**config.mk**
```make
export PLATFORM = sky130hd
export DESIGN_NAME = ibex_register_file_mp
export DESIGN_NICKNAME = d
export VERILOG_FILES = /design/src/rtl/ibex_rf_pkg.sv /design/src/rtl/ibex_rf_clear_fsm.sv /design/src/rtl/ibex_register_file_mp.sv
export SDC_FILE = /design/constraint.sdc
export NUM_CORES = 2
export LEC_CHECK = 0
export BUFFER_PORTS_ARGS = -buffer_cell sky130_fd_sc_hd__buf_4
export CORE_UTILIZATION = 30
export DETAILED_ROUTE_END_ITERATION = 7
export GPL_TIMING_DRIVEN = 0
export PLACE_DENSITY_LB_ADDON = 0.3
export SYNTH_ARGS = -nofsm -noshare
export SYNTH_HDL_FRONTEND = slang
export SYNTH_SLANG_ARGS = --single-unit
```
**constraint.sdc**
```tcl
create_clock -name clk_i -period 71.1 [get_ports clk_i]
set_input_delay 3.555 -clock clk_i [delete_from_list [all_inputs] [get_ports clk_i]]
set_output_delay 3.555 -clock clk_i [all_outputs]
set_load 0.05 [all_outputs]
```
**src/rtl/ibex_rf_pkg.sv**
```systemverilog
// ibex_rf_pkg: shared types and helpers for the multi-port register file.
// Rev 1.0
`default_nettype none

package ibex_rf_pkg;

  typedef enum logic [0:0] {
    RfClrIdle   = 1'b0,
    RfClrActive = 1'b1
  } rf_clr_state_e;

  localparam int RfAddrW = 5;

  function automatic int rf_num_words(input bit rv32e);
    return rv32e ? 16 : 32;
  endfunction

endpackage

`default_nettype wire

```
**src/rtl/ibex_rf_clear_fsm.sv**
```systemverilog
// ibex_rf_clear_fsm: wipe sequencer, walks words 1..NumWords-1 and reports busy/done/dropped.
// Rev 1.0
`default_nettype none

module ibex_rf_clear_fsm
  import ibex_rf_pkg::*;
#(
  parameter int NumWords      = 32,
  parameter int NumWritePorts = 1
) (
  input  logic                     clk_i,
  input  logic                     rst_i,
  input  logic                     clear_req_i,
  input  logic [NumWritePorts-1:0] we_i,
  output logic                     clear_en_o,
  output logic [RfAddrW-1:0]       clear_idx_o,
  output logic                     clear_busy_o,
  output logic                     clear_done_o,
  output logic                     wr_dropped_o
);

  localparam logic [RfAddrW-1:0] LastIdx  = RfAddrW'(NumWords - 1);
  localparam logic [RfAddrW-1:0] FirstIdx = RfAddrW'(1);

  rf_clr_state_e      state_q, state_d;
  logic [RfAddrW-1:0] cnt_q, cnt_d;
  logic               done_q, done_d;
  logic               dropped_q, dropped_d;

  always_comb begin
    state_d   = state_q;
    cnt_d     = cnt_q;
    done_d    = 1'b0;
    dropped_d = 1'b0;
    case (state_q)
      RfClrIdle: begin
        // A request is not acted on while a wipe is already running.
        if (clear_req_i) state_d = RfClrActive;
      end
      RfClrActive: begin
        dropped_d = |we_i;
        if (cnt_q == LastIdx) begin
          state_d = RfClrIdle;
          cnt_d   = FirstIdx;
          done_d  = 1'b1;
        end else begin
          cnt_d = cnt_q + FirstIdx;
        end
      end
      default: state_d = RfClrIdle;
    endcase
  end

  always_ff @(posedge clk_i or posedge rst_i) begin
    if (rst_i) begin
      state_q   <= RfClrIdle;
      cnt_q     <= FirstIdx;
      done_q    <= 1'b0;
      dropped_q <= 1'b0;
    end else begin
      state_q   <= state_d;
      cnt_q     <= cnt_d;
      done_q    <= done_d;
      dropped_q <= dropped_d;
    end
  end

  assign clear_en_o   = (state_q == RfClrActive);
  assign clear_idx_o  = cnt_q;
  assign clear_busy_o = clear_en_o;
  assign clear_done_o = done_q;
  assign wr_dropped_o = dropped_q;

endmodule

`default_nettype wire

```
**src/rtl/ibex_register_file_mp.sv**
```systemverilog
// ibex_register_file_mp: flip-flop multi-port register file with collision priority, bypass and wipe.
// Rev 1.0
`default_nettype none

module ibex_register_file_mp
  import ibex_rf_pkg::*;
#(
  parameter bit          RV32E             = 1'b0,
  parameter int unsigned DataWidth         = 32,
  parameter int unsigned NumReadPorts      = 2,
  parameter int unsigned NumWritePorts     = 1,
  parameter bit          BypassEn          = 1'b0,
  parameter bit          DummyInstructions = 1'b0
) (
  input  logic                               clk_i,
  input  logic                               rst_i,
  input  logic                               dummy_instr_id_i,
  input  logic [NumReadPorts*RfAddrW-1:0]    raddr_i,
  output logic [NumReadPorts*DataWidth-1:0]  rdata_o,
  input  logic [NumWritePorts*RfAddrW-1:0]   waddr_i,
  input  logic [NumWritePorts*DataWidth-1:0] wdata_i,
  input  logic [NumWritePorts-1:0]           we_i,
  input  logic                               clear_req_i,
  output logic                               clear_busy_o,
  output logic                               clear_done_o,
  output logic                               wr_dropped_o
);

  localparam int NumWords = rf_num_words(RV32E);
  localparam int AddrW    = $clog2(NumWords);

  logic [DataWidth-1:0] mem     [NumWords];
  logic [DataWidth-1:0] wr_data [NumWords];
  logic [NumWords-1:0]  wr_en;
  logic [AddrW-1:0]     waddr   [NumWritePorts];
  logic [NumWritePorts-1:0] wr_valid;
  logic                 r0_access;
  logic                 clear_en;
  logic [RfAddrW-1:0]   clear_idx;
  logic                 unused_inputs;

  assign r0_access     = DummyInstructions && dummy_instr_id_i;
  assign unused_inputs = ^{raddr_i, waddr_i, dummy_instr_id_i};

  ibex_rf_clear_fsm #(
    .NumWords      (NumWords),
    .NumWritePorts (NumWritePorts)
  ) u_clear_fsm (
    .clk_i        (clk_i),
    .rst_i        (rst_i),
    .clear_req_i  (clear_req_i),
    .we_i         (we_i),
    .clear_en_o   (clear_en),
    .clear_idx_o  (clear_idx),
    .clear_busy_o (clear_busy_o),
    .clear_done_o (clear_done_o),
    .wr_dropped_o (wr_dropped_o)
  );

  for (genvar k = 0; k < NumWritePorts; k++) begin : g_wport
    assign waddr[k]    = waddr_i[k*RfAddrW +: AddrW];
    assign wr_valid[k] = we_i[k] && !clear_en && ((waddr[k] != '0) || r0_access);
  end

  // Ports are scanned in ascending order so the highest-numbered port wins a collision.
  always_comb begin
    wr_en = '0;
    for (int w = 0; w < NumWords; w++) wr_data[w] = '0;
    for (int k = 0; k < NumWritePorts; k++) begin
      if (wr_valid[k]) begin
        wr_en[waddr[k]]   = 1'b1;
        wr_data[waddr[k]] = wdata_i[k*DataWidth +: DataWidth];
      end
    end
  end

  for (genvar w = 0; w < NumWords; w++) begin : g_word
    if (w == 0 && !DummyInstructions) begin : g_r0_const
      logic unused_r0;
      assign unused_r0 = wr_en[0] ^ (^wr_data[0]);
      assign mem[w]    = '0;
    end else begin : g_store
      logic [DataWidth-1:0] word_q;
      logic                 clr_hit;
      // The R0 storage word has no slot of its own in the walk; it rides along with word 1.
      assign clr_hit = clear_en &&
                       ((clear_idx == RfAddrW'(w)) || (w == 0 && clear_idx == RfAddrW'(1)));
      always_ff @(posedge clk_i or posedge rst_i) begin
        if (rst_i) begin
          word_q <= '0;
        end else if (clr_hit) begin
          word_q <= '0;
        end else if (wr_en[w]) begin
          word_q <= wr_data[w];
        end
      end
      assign mem[w] = word_q;
    end
  end

  for (genvar p = 0; p < NumReadPorts; p++) begin : g_rport
    logic [AddrW-1:0]     ra;
    logic [DataWidth-1:0] rd;
    assign ra = raddr_i[p*RfAddrW +: AddrW];
    always_comb begin
      rd = ((ra == '0) && !r0_access) ? '0 : mem[ra];
      if (BypassEn) begin
        for (int k = 0; k < NumWritePorts; k++) begin
          if (wr_valid[k] && (waddr[k] == ra)) rd = wdata_i[k*DataWidth +: DataWidth];
        end
      end
    end
    assign rdata_o[p*DataWidth +: DataWidth] = rd;
  end

endmodule

`default_nettype wire

```
==> impl_metrics.py <==
metrics = {
    "flow_run": {
        "maxCapViolCount": 8,
    },
    "layout": {
        "finish.utilization_pct": 34.9,
        "final_area_um2": 60000,
        "final_nets": 4606,
        "synthToLayoutAreaGrowth_pct": 15.6,
        "drive_above_1_share_pct": 15.6,
    },
    "clock_tree": {
        "post_cts_buffers": 0,
        "ctsResizeCount": 0,
        "cts_root_buffer": "clkbuf_16",
        "clockBufferDepth": 3,
        "path_clk_slew_ns": 0.06,
        "cts_buffers": 112,
        "cts.sinks": 1000,
        "tritoncts": "done",
        "htree_levels": 3,
        "cts_hold_buf": 0,
        "clock_latency_ns": 0.80,
    },
    "yosys": {
        "synth_seq_cells": 1000,
        "synthCells": 4310,
        "synth_area_um2": 51800,
        "synth_area_per_cell_um2": 12.0,
        "synth_fp_nets": 4368,
        "synth_edf_count": 0,
        "synth_top_area_share_pct": 48.2,
        "synth_area_leaders": "dfrtp_1, a22o_1, mux2i_1, mux4_2, o22ai_1",
        "synth_most_common_cell": "dfrtp_1",
        "yosysTopAreaCell": "dfrtp_1",
        "ys_top_cells_by_count": "dfrtp_1, a22o_1, mux2i_1, clkbuf_1, o22ai_1",
        "yosysWarnings": 0,
        "yosysUniqueCellTypes": 48,
        "synth-main-ff-cell": "dfrtp_1",
        "async_reset_ff_share_pct": 100,
        "ys_seq_area_share_pct": 48.3,
    },
    "run_status": {
        "outcome": "finished, violations left",
        "failed_checks": "max-capacitance violations, max-slew violations",
    },
    "setup_path": {
        "critPathRequiredTime_ns": 67.54,
        "start_kind": "input port",
        "endpoint_kind": "primary output",
        "r2r_slack_ns": 66.82,
        "path_max_fanout": 10,
        "worstRegToRegCells": 6,
        "critPathKind": "in2out",
        "worst_ep_arrival_time_ns": 7.97,
        "reg2reg_from": "u_clear_fsm.clear_busy_o",
        "r2r-end": "g_word[23].g_store.word_q[24]",
    },
    "grt": {
        "grt_pass1_wl_um": 347000,
        "gr-total-overflow": 0,
        "grt_usage_pct": 28.0,
        "grt_pass1_vias": 43600,
        "antenna_found_initial": 17,
        "busiest_layer": "met2",
        "use_met1_pct": 35.0,
        "use_met2_pct": 40.9,
        "grt_max_degree": 126,
        "met3_usage_pct": 10.2,
    },
    "floorplanning": {
        "die_area_um2": 174000,
        "die_y_um": 418,
        "ios": 119,
        "start_util_pct": 30.2,
        "std_cell_rows": 152,
        "coreArea_um2": 172000,
        "die_w_um": 418,
    },
    "detailed_routing": {
        "drcViolationCount": 0,
        "wire_per_inst_um": 36.0,
        "route.vias.total": 44700,
        "firstDrtPassIters": 6,
        "drt_iter0_markers": 6410,
        "routed_wl_um": 251000,
        "drtAntennaViolNets": 0,
        "via_per_inst": 6.43,
    },
    "timing": {
        "slew_headroom_pct": -9.50,
        "finalCriticalPeriod_ns": 11.53,
        "holdWs_ns": 0.516,
        "period_share_pct": 16.2,
        "rsz0062_at_grt": "no",
        "hold_violations": 0,
        "tns_ns": 0,
        "slew_viol_final": 55,
        "finalWorstSetupSlack_ns": 59.57,
        "fmax_mhz": 86.7,
        "final-setup-viol-count": 0,
        "clock-skew-final_ns": 0.0584,
        "worstMarginPinSlew_ns": 1.63,
    },
    "min_path": {
        "min_path_type": "reg2reg",
        "min_to": "g_word[7].g_store.word_q[23]",
        "min_from": "g_word[7].g_store.word_q[23]",
        "worstHoldPathCells": 1,
    },
    "place": {
        "place_area_um2": 55900,
        "io_buffers": 111,
        "place_ws_ns": 59.91,
        "gp_congestion": 0.992,
        "hpwl_um": 179000,
    },
    "power": {
        "irDropWorstVdd_mv": 0.0193,
        "pwr_density_cell_nw_per_um2": 33.2,
        "p_leak_nw": 26.8,
    },
}
==> kinds of logic after synthesis <==
kind of cell | count (synthesis) | share of synthesized area, %
muxes | 833 | 19.5
DFF | 1000 | 48.3
adders and majority gates | 6 | 0.145
buffers and inverters | 544 | 4.27
and+or+nand+nor | 386 | 4.11
AOI/OAI and AO/OA | 1541 | 23.7
==> where the power goes <==
group | switching, mW | internal [mW] | leakage (nW)
clock network | 0.265 | 0.375 | 1.94
registers | 0.124 | 0.710 | 13.7
logic | 0.289 | 0.226 | 11.1
total | 0.678 | 1.31 | 26.8
==> metrics by stage <==
step                power [mW]  std cells
global placement          1.32       6731
CTS                       1.97       6948
detailed placement        1.33       6744
finish                    1.99       6956
floorplan                 1.15       4310
global route              2.05       6951
==> sequential cells by signal, summed over array words and instances, names as in the netlist <==
name,cells
u_clear_fsm.clear_idx_o,5
u_clear_fsm.clear_busy_o,1
u_clear_fsm.clear_done_o,1
u_clear_fsm.wr_dropped_o,1
g_word.g_store.word_q,992
==> how the worst max path moves through the flow <==
| stage | depth (start not counted) | slack [ns] | end | start |
|---|---|---|---|---|
| floorplan | 1 | 39.41 | g_word[10].g_store.word_q[0] | rst_i |
| global route | 8 | 59.74 | rdata_o[11] | raddr_i[0] |
| finish | 9 | 59.57 | rdata_o[31] | raddr_i[1] |
| CTS | 8 | 59.91 | rdata_o[11] | raddr_i[0] |
| global placement | 2 | 27.06 | g_word[18].g_store.word_q[25] | rst_i |
| detailed placement | 8 | 59.91 | rdata_o[11] | raddr_i[0] |
==> worst max-delay path, stage by stage <==
cell	delay, ns
buf_2	0.22
buf_4	0.26
nand2b_1	0.12
clkbuf_1	0.95
clkbuf_1	1.14
o22ai_1	0.22
nor3_1	0.86
nor4_1	0.33
buf_4	0.30
==> cell usage in the layout (no fill, tap or decap), types with 9 or more instances in the layout <==
| cell type | instances |
|---|---|
| dfrtp_1 | 999 |
| a22o_1 | 960 |
| mux2i_1 | 580 |
| clkbuf_1 | 421 |
| o22ai_1 | 290 |
| nor3_1 | 132 |
| mux4_2 | 128 |
| mux2_2 | 125 |
| buf_4 | 122 |
| clkbuf_16 | 112 |
| buf_2 | 102 |
| nand2_1 | 75 |
| a211oi_1 | 64 |
| a22oi_1 | 63 |
| a21oi_1 | 55 |
| nor2b_1 | 38 |
| nor4_1 | 33 |
| o21ai_0 | 33 |
| a221o_1 | 32 |
| a221oi_1 | 31 |
| or3_1 | 31 |
| clkbuf_8 | 26 |
| nor2_1 | 22 |
| clkinv_2 | 17 |
| bufinv_16 | 16 |
| buf_1 | 12 |
| inv_1 | 9 |
| nand2b_1 | 9 |
| clkinvlp_4 | 9 |
==> layer usage <==
metal  routed length (um)  share of wire (%)
met3                30400                 12
met2               107000                 43
met4                17700                7.1
met5                   50              0.020
met1                95100                 38
==> final cells by class <==
type                            count  area (um2)
Multi-Input combinational cell   2766       24700
Antenna cell                        8        20.0
Tap cell                         2310        2890
Buffer                            533        2180
Fill cell                       17100      112000
Sequential cell                  1000       25000
Inverter                           11        48.8
Timing Repair Buffer              124        1110
Clock buffer                      154        3220
Clock inverter                     50         777
Power figures use the tool's default switching activity.
